===== config.mk =====
export PLATFORM = sky130hd
export DESIGN_NAME = dma_frame_sequencer
export DESIGN_NICKNAME = d
export VERILOG_FILES = /design/src/rtl/dma_frame_sequencer.sv
export SDC_FILE = /design/constraint.sdc
export NUM_CORES = 1
export LEC_CHECK = 0
export CORE_ASPECT_RATIO = 0.7
export CORE_MARGIN = 3
export CORE_UTILIZATION = 48
export CTS_BUF_LIST = sky130_fd_sc_hd__clkbuf_4 sky130_fd_sc_hd__clkbuf_8
export CTS_CLUSTER_DIAMETER = 80
export CTS_CLUSTER_SIZE = 20
export DETAILED_ROUTE_END_ITERATION = 12
export HOLD_SLACK_MARGIN = 0.02
export PLACE_DENSITY = 0.91
export SKIP_CTS_REPAIR_TIMING = 1
export SLEW_MARGIN = 20
export SYNTH_ARGS = -nofsm -noshare
export SYNTH_HDL_FRONTEND = slang
export SYNTH_SLANG_ARGS = --single-unit

===== constraint.sdc =====
create_clock -name clk -period 4.3 [get_ports clk]
set_clock_uncertainty 0.2 [all_clocks]
set_input_delay 0.645 -clock clk [delete_from_list [all_inputs] [get_ports clk]]
set_output_delay 0.645 -clock clk [all_outputs]
set_load 0.02 [all_outputs]

===== src/rtl/dma_frame_sequencer.sv =====
// dma_frame_sequencer: ping-pong frame-buffer controller for the read DMA.
// It programs the DMA control slave over Avalon-MM and swaps the read buffer
// at a frame end once the writer has finished a newer frame.
// Optional build macro: SEQ_FRAME_TIMEOUT_EN adds a watchdog that restarts
// the DMA when no frame end is seen for TIMEOUT_CYCLES cycles in RUN.
module dma_frame_sequencer #(
    parameter int          ADDR_WIDTH     = 24,
    parameter int          CNT_WIDTH      = 16,
    parameter logic [23:0] TIMEOUT_CYCLES = 24'hFFFFFF
) (
    input  logic                  clk,
    input  logic                  rst_n,
    input  logic                  cfg_enable,
    input  logic [ADDR_WIDTH-1:0] cfg_buf0_addr,
    input  logic [ADDR_WIDTH-1:0] cfg_buf1_addr,
    input  logic [29:0]           cfg_frame_words,
    input  logic                  wr_frame_done,
    output logic                  wr_buf_sel,
    output logic                  wr_buf_ready,
    output logic                  rd_buf_sel,
    input  logic                  st_valid,
    input  logic                  st_ready,
    input  logic                  st_endofpacket,
    output logic [3:0]            mm_address,
    output logic                  mm_write,
    output logic [31:0]           mm_writedata,
    output logic [3:0]            mm_byteenable,
    input  logic                  mm_waitrequest,
    output logic                  busy,
    output logic [CNT_WIDTH-1:0]  frames_shown,
    output logic                  err_timeout
);

    typedef enum logic [2:0] {
        S_IDLE     = 3'd0,
        S_WR_WORDS = 3'd1,
        S_WR_ADDR  = 3'd2,
        S_WR_EN    = 3'd3,
        S_RUN      = 3'd4,
        S_WR_DIS   = 3'd5
    } state_t;

    localparam logic [3:0] REG_ADDR  = 4'h0;
    localparam logic [3:0] REG_WORDS = 4'h4;
    localparam logic [3:0] REG_EN    = 4'h8;

    state_t state_r;
    logic   pending_r;
    logic   dma_en_r;

    logic frame_end_s;
    logic write_done_s;
    logic timeout_hit_s;

    // Zero-extended byte base address of the selected buffer.
    function automatic logic [31:0] base_word(input logic sel,
                                              input logic [ADDR_WIDTH-1:0] b0,
                                              input logic [ADDR_WIDTH-1:0] b1);
        logic [31:0] w;
        w = 32'd0;
        if (sel) begin
            w[ADDR_WIDTH-1:0] = b1;
        end else begin
            w[ADDR_WIDTH-1:0] = b0;
        end
        return w;
    endfunction

    assign frame_end_s   = st_valid && st_ready && st_endofpacket && (state_r == S_RUN);
    assign write_done_s  = mm_write && !mm_waitrequest;
    assign mm_byteenable = 4'hF;

`ifdef SEQ_FRAME_TIMEOUT_EN
    logic [23:0] wdog_r;

    assign timeout_hit_s = (state_r == S_RUN) && cfg_enable && !frame_end_s &&
                           (wdog_r == (TIMEOUT_CYCLES - 24'd1));

    // Watchdog: counts RUN cycles, cleared by frame end, timeout or leaving RUN.
    always_ff @(posedge clk or negedge rst_n) begin
        if (!rst_n) begin
            wdog_r <= 24'd0;
        end else if ((state_r == S_RUN) && !frame_end_s && !timeout_hit_s) begin
            wdog_r <= wdog_r + 24'd1;
        end else begin
            wdog_r <= 24'd0;
        end
    end
`else
    logic unused_timeout_s;

    assign timeout_hit_s    = 1'b0;
    assign unused_timeout_s = ^TIMEOUT_CYCLES;
    assign err_timeout      = 1'b0;
`endif

    // Sequencer FSM: programs the DMA, tracks the writer handshake, swaps buffers.
    always_ff @(posedge clk or negedge rst_n) begin
        if (!rst_n) begin
            state_r      <= S_IDLE;
            pending_r    <= 1'b0;
            dma_en_r     <= 1'b0;
            rd_buf_sel   <= 1'b0;
            wr_buf_sel   <= 1'b1;
            wr_buf_ready <= 1'b1;
            mm_address   <= 4'h0;
            mm_write     <= 1'b0;
            mm_writedata <= 32'd0;
            busy         <= 1'b0;
            frames_shown <= '0;
`ifdef SEQ_FRAME_TIMEOUT_EN
            err_timeout  <= 1'b0;
`endif
        end else begin
`ifdef SEQ_FRAME_TIMEOUT_EN
            err_timeout <= 1'b0;
`endif
            // A second completed frame while one is pending is dropped.
            if (wr_frame_done && !pending_r) begin
                pending_r    <= 1'b1;
                wr_buf_ready <= 1'b0;
            end

            case (state_r)
                S_IDLE: begin
                    if (cfg_enable) begin
                        state_r <= S_WR_WORDS;
                        busy    <= 1'b1;
                    end
                end

                S_WR_WORDS: begin
                    if (!mm_write) begin
                        mm_write     <= 1'b1;
                        mm_address   <= REG_WORDS;
                        mm_writedata <= {2'b00, cfg_frame_words};
                    end else if (write_done_s) begin
                        if (!cfg_enable) begin
                            state_r      <= S_WR_DIS;
                            mm_address   <= REG_EN;
                            mm_writedata <= 32'd0;
                        end else begin
                            state_r      <= S_WR_ADDR;
                            mm_address   <= REG_ADDR;
                            mm_writedata <= base_word(rd_buf_sel, cfg_buf0_addr, cfg_buf1_addr);
                        end
                    end
                end

                S_WR_ADDR: begin
                    if (write_done_s) begin
                        if (!cfg_enable) begin
                            state_r      <= S_WR_DIS;
                            mm_address   <= REG_EN;
                            mm_writedata <= 32'd0;
                        end else if (!dma_en_r) begin
                            state_r      <= S_WR_EN;
                            mm_address   <= REG_EN;
                            mm_writedata <= 32'd1;
                        end else begin
                            state_r  <= S_RUN;
                            mm_write <= 1'b0;
                        end
                    end
                end

                S_WR_EN: begin
                    if (write_done_s) begin
                        dma_en_r <= 1'b1;
                        if (!cfg_enable) begin
                            state_r      <= S_WR_DIS;
                            mm_address   <= REG_EN;
                            mm_writedata <= 32'd0;
                        end else begin
                            state_r  <= S_RUN;
                            mm_write <= 1'b0;
                        end
                    end
                end

                S_RUN: begin
                    if (frame_end_s) begin
                        frames_shown <= frames_shown + {{(CNT_WIDTH-1){1'b0}}, 1'b1};
                    end
                    if (!cfg_enable) begin
                        state_r      <= S_WR_DIS;
                        mm_write     <= 1'b1;
                        mm_address   <= REG_EN;
                        mm_writedata <= 32'd0;
                    end else if (frame_end_s && (pending_r || wr_frame_done)) begin
                        // A same-cycle wr_frame_done counts as pending here.
                        state_r      <= S_WR_ADDR;
                        rd_buf_sel   <= ~rd_buf_sel;
                        wr_buf_sel   <= rd_buf_sel;
                        pending_r    <= 1'b0;
                        wr_buf_ready <= 1'b1;
                        mm_write     <= 1'b1;
                        mm_address   <= REG_ADDR;
                        mm_writedata <= base_word(~rd_buf_sel, cfg_buf0_addr, cfg_buf1_addr);
                    end else if (timeout_hit_s) begin
`ifdef SEQ_FRAME_TIMEOUT_EN
                        err_timeout  <= 1'b1;
`endif
                        state_r      <= S_WR_ADDR;
                        mm_write     <= 1'b1;
                        mm_address   <= REG_ADDR;
                        mm_writedata <= base_word(rd_buf_sel, cfg_buf0_addr, cfg_buf1_addr);
                    end else begin
                        state_r <= S_RUN;
                    end
                end

                S_WR_DIS: begin
                    if (write_done_s) begin
                        dma_en_r <= 1'b0;
                        mm_write <= 1'b0;
                        busy     <= 1'b0;
                        state_r  <= S_IDLE;
                    end
                end

                default: begin
                    state_r  <= S_IDLE;
                    mm_write <= 1'b0;
                    busy     <= 1'b0;
                end
            endcase
        end
    end

endmodule


======== Yosys cells after proc, flatten, opt, wreduce, memory -nomap -nowiden ========
Index checks and enable logic that the tools add are counted.
operators by class
  $add $sub $neg .......................... 1
  eq/ne operators ......................... 18
  muxes and demuxes ....................... 58
  bitwise logic cells ..................... 3
  reduce and logical (&&, ||, !) cells .... 20
operator list
  kind                                                   number
  2-to-1 mux 32 bit                                      9
  one-hot mux 32 bit (4 select lines)                    1
  2-to-1 mux 24 bit                                      3
  2-to-1 mux 4 bit                                       10
  2-to-1 mux 3 bit                                       11
  inequality test 2 bit, second input constant           10
  2-to-1 mux 1 bit                                       19
  one-hot mux 3 bit (6 select lines)                     1
  adder 16 x 1 -> 16 bit, second input constant          1
  one-hot mux 4 bit (4 select lines)                     1
  AND reduction 3 bit                                    3
  AND reduction 8 bit                                    1
  AND reduction 7 bit                                    1
  == test 3 x 2 -> 1 bit, second input constant          2
  == test 3 bit, second input constant                   2
  logical AND 1 bit                                      6
  inequality test 3 bit, second input constant           2
  one-hot mux 1 bit (6 select lines)                     1
  AND reduction 6 bit                                    1
  nonzero test 4 bit                                     1
  OR reduction 4 bit                                     1
  == test 3 x 1 -> 1 bit, second input constant          1
  logical NOT 3 bit                                      1
  inequality test 3 x 2 -> 1 bit, second input constant  1
  other kinds (7)                                        10
storage, ports and cells
  flip-flop bits (word level) ............. 62
  input port bits ......................... 86
  output and inout bits ................... 62
  logic and storage cells ................. 111

======== Depth between registers and ports, before layout ========
  word-level depth ........................ 7
  mapped depth ............................ 8

======== Worst setup path after synthesis ========
No wires, ideal clock.
  kind .................................... input-to-reg
  from .................................... input port cfg_enable
  to ...................................... register mm_address[2]
  data arrival time ....................... 2.065 ns
  required time ........................... 3.975 ns
  slack ................................... 1.911 ns
  stages .................................. 7
  path buffers ............................ 2
  cells stage by stage .................... clkbuf_1 nor3b_1 nand3_1 o21ai_0 a221oi_2 buf_2 mux2_2
on the way
  longest elaborated chain between the ends .. 3
ends and longest elaborated chain
  what                                RTL line  text
  start, declared                     13        input logic cfg_enable,
  2-to-1 mux 4 bit                    152       if (!cfg_enable) begin
  2-to-1 mux 4 bit                    151       if (write_done_s) begin
  one-hot mux 4 bit (4 select lines)  124       case (state_r)
  end signal, assigned                135       mm_address <= REG_WORDS;
  end signal, assigned                154       mm_address <= REG_EN;
  end signal, assigned                158       mm_address <= REG_EN;
  end, declared                       24        output logic [3:0] mm_address,
Parallel ways exist; a longest one is shown, timed or not. The select of a mux whose other input is x is not followed.
A chain may end at the register's enable or synchronous reset.

======== Final worst setup path ========
  from .................................... input port cfg_enable
  to ...................................... register mm_writedata[17]
on the way
  longest elaborated chain between the ends .. 4
ends and longest elaborated chain
  what                                 RTL line  text
  2-to-1 mux 24 bit                    138       if (!cfg_enable) begin
  2-to-1 mux 32 bit                    137       end else if (write_done_s) begin
  2-to-1 mux 32 bit                    133       if (!mm_write) begin
  one-hot mux 32 bit (4 select lines)  124
  end signal, assigned                 136       mm_writedata <= {2'b00, cfg_frame_words};
  end signal, assigned                 145       mm_writedata <= base_word(rd_buf_sel, cfg_buf0_addr, cfg_buf1_addr);
  end signal, assigned                 199       mm_writedata <= base_word(~rd_buf_sel, cfg_buf0_addr, cfg_buf1_addr);
  end, declared                        26        output logic [31:0] mm_writedata,
Parallel ways exist; a longest one is shown, timed or not. The select of a mux whose other input is x is not followed.

==> results.yml <==
global_routing:
  grtUsageTotal: 0.263
  grt_pass1_vias: 3365
  grt_max_degree: 59
  grt_overflow_total: 0
  grt_pass1_wl_mm: 17.4
  grt_antenna_before_repair: 0
min_path:
  hp-class: "in -> async"
sta:
  finalMaxSlewViolations: 0
  relSlewSlack: 0.394
  tns_ns: 0
  setup_viol: 0
  hold_viol_final: 0
  max_freq_ghz: 0.312
  worstMarginPinSlew_ns: 0.908
  grt_setup_unrepaired: "false"
  min_period_over_period: 0.745
  fin_crit_ns: 3.20
  holdWs_ns: 0.220
  worst_slack_ns: 1.10
drt:
  avgRoutedWirePerCell_um: 18.9
  dr.pass1.iters: 6
  ant_nets: 0
  viasPerCell: 5.98
  drt-total-wl_mm: 10.5
  drc: 0
  drtIter0Drc: 369
  vias: 3317
floorplan:
  die_h_um: 77.1
  rows: 25
  start_util: 0.503
  dieArea_um2: 8290
  core-area_um2: 6880
  die_w_um: 108
  ios: 148
yosys:
  synthAdderAreaFrac: 0.00361
  synth_commonest_cells: "dfrtp_1 (56), a221oi_1 (43), mux2_2 (29)"
  synthCells: 330
  synthSimpleGateAreaFrac: 0.0997
  synth_compound_area_frac: 0.241
  synth_top_area_frac: 0.405
  synth_top_family_by_area: "compound AO/OA/AOI/OAI gates"
  seq_area_frac_synth: 0.420
  async_reset_ff_frac: 1.00
  synth_top_area_cell: "dfrtp_1"
  synth_most_common_cell: "dfrtp_1"
  post_synth_num_cell_types: 44
  synth.area.top_cells: "dfrtp_1 (40%), a221oi_1 (11%), mux2_2 (9.4%)"
  syn_avg_cell_area_um2: 10.5
  post_synth_xor_area_fraction: 0.0405
  synthFlopType: "dfrtp_1"
  ys_ff_latch: 58
  ys_warn_count: 0
  yosys-mux-area-fraction: 0.118
  syn_area_um2: 3460
  synth_edf_count: 0
placement:
  port_buffers: 138
  dpl-instance-area_um2: 4820
  place_congestion: 0.802
  pre_cts_ws_ns: 0.743
  post-dp-hpwl_mm: 7.54
cells_and_area:
  synthToLayoutAreaGrowth_pct: 45.6
  stdcell_area_um2: 5040
  n_antenna_cell: 0
  drive_gt1_frac: 0.137
  final_nets: 543
flow_run:
  drv_cap: 0
setup_path:
  r2r.worst_path.cells: 5
  cp_slowest_cell: "a221oi_4"
  path_cells: "clkdlybuf4s50_1 > nor3b_1 > nand3_1 > o21ai_0 > a221oi_4 > buf_4 > mux2_2"
  crit_end: "mm_writedata[17]"
  r2r-end: "mm_writedata[17]"
  crit_type: "in -> reg"
  cp-end-kind: "flop"
  cp.required_ns: 4.32
  worstSetupStartpointType: "primary input"
  slowest_delay_ns: 0.73
  r2r-start: "state_r[1]"
  startpoint: "cfg_enable"
  arrival_ns: 3.22
  critical_path.max_fanout: 17
  rrSetupSlack_ns: 1.21
cts:
  cts-root-buf: "clkbuf_8"
  tritoncts: "built"
  path_clk_slew_ns: 0.07
  numCtsBuffers: 9
  clock_latency_ns: 0.34
  clock-sinks: 58
  cts.path.max_buffers: 2
  htreeDepth: 3
power:
  p_per_area_nw_per_um2: 651
  ir_worst_vdd_mv: 0.304
  power_w: 0.00328
  leakagePower_nw: 2.03
outcome:
  status: "completed"
worst max-delay path: cells and delay by family:
family / cells / cell delay (ns)
buffers and inverters: 2 / 0.99
multiplexers: 1 / 0.37
AND/OR/NAND/NOR: 2 / 0.34
AO/OA/AOI/OAI: 2 / 0.87
routing by layer:
layer	part of all wire	track usage	vias to the layer above
li1	-	-	1506
met1	0.43	0.357	1639
met2	0.47	0.422	151
met3	0.077	0.0690	21
met4	0.017	0.0631	0
met5	0	0	-
worst min path at each step:
stage,slack [ns],end,start
after floorplan,0.15,busy,rst_n
after global placement,0.26,frames_shown[15],frames_shown[15]
after detailed placement,0.27,frames_shown[15],frames_shown[15]
after CTS,0.25,frames_shown[13],rst_n
after global routing,0.28,frames_shown[13],rst_n
final,0.22,frames_shown[13],rst_n
registers in the layout (all words and copies together), names as in the netlist:
signal,cells
dma_en_r,1
mm_address,2
state_r,3
pending_r,1
mm_write,1
frames_shown,16
wr_buf_sel,1
wr_buf_ready,1
mm_writedata,30
busy,1
rd_buf_sel,1
cells by family after synthesis:
family / count (synthesis)
compound gates: 103
simple gates: 67
flops: 58
buf+inv: 46
mux: 37
xor+xnor: 16
other cells: 2
fa+ha+maj: 1
report_power, final:
group | total [W] | internal (W) | switching [W]
clock network | 0.000553 | 0.000324 | 0.000229
logic | 0.00182 | 0.000910 | 0.000910
registers | 0.000907 | 0.000734 | 0.000174
placed cells by master, fill, tap and decap left out, types with 10 or more instances in the layout:
cell type	synthesis	routed
clkdlybuf4s50_1	0	137
dfrtp_1	56	56
a221oi_1	43	43
mux2_2	29	29
o2bb2ai_1	23	23
nand2_1	19	19
nor2_1	14	12
a21oi_1	11	11
o21ai_0	10	10
xnor2_1	10	10
through the flow:
| step | cells | utilization |
|---|---|---|
| floorplan | 337 | - |
| global placement | 539 | 0.701 |
| detailed placement | 539 | 0.701 |
| CTS | 555 | 0.733 |
| global route | 555 | 0.733 |
| finish | 555 | 0.733 |
cell type report:
class,count,area (um^2)
inverter,10,37.5
clock inverter,7,93.8
clock buffer,9,124
tap,94,118
sequential,58,1450
multi-input combinational,233,1790
timing repair buffer,144,1420
fill,483,1840
No activity file was read; power rests on OpenSTA's default activity.
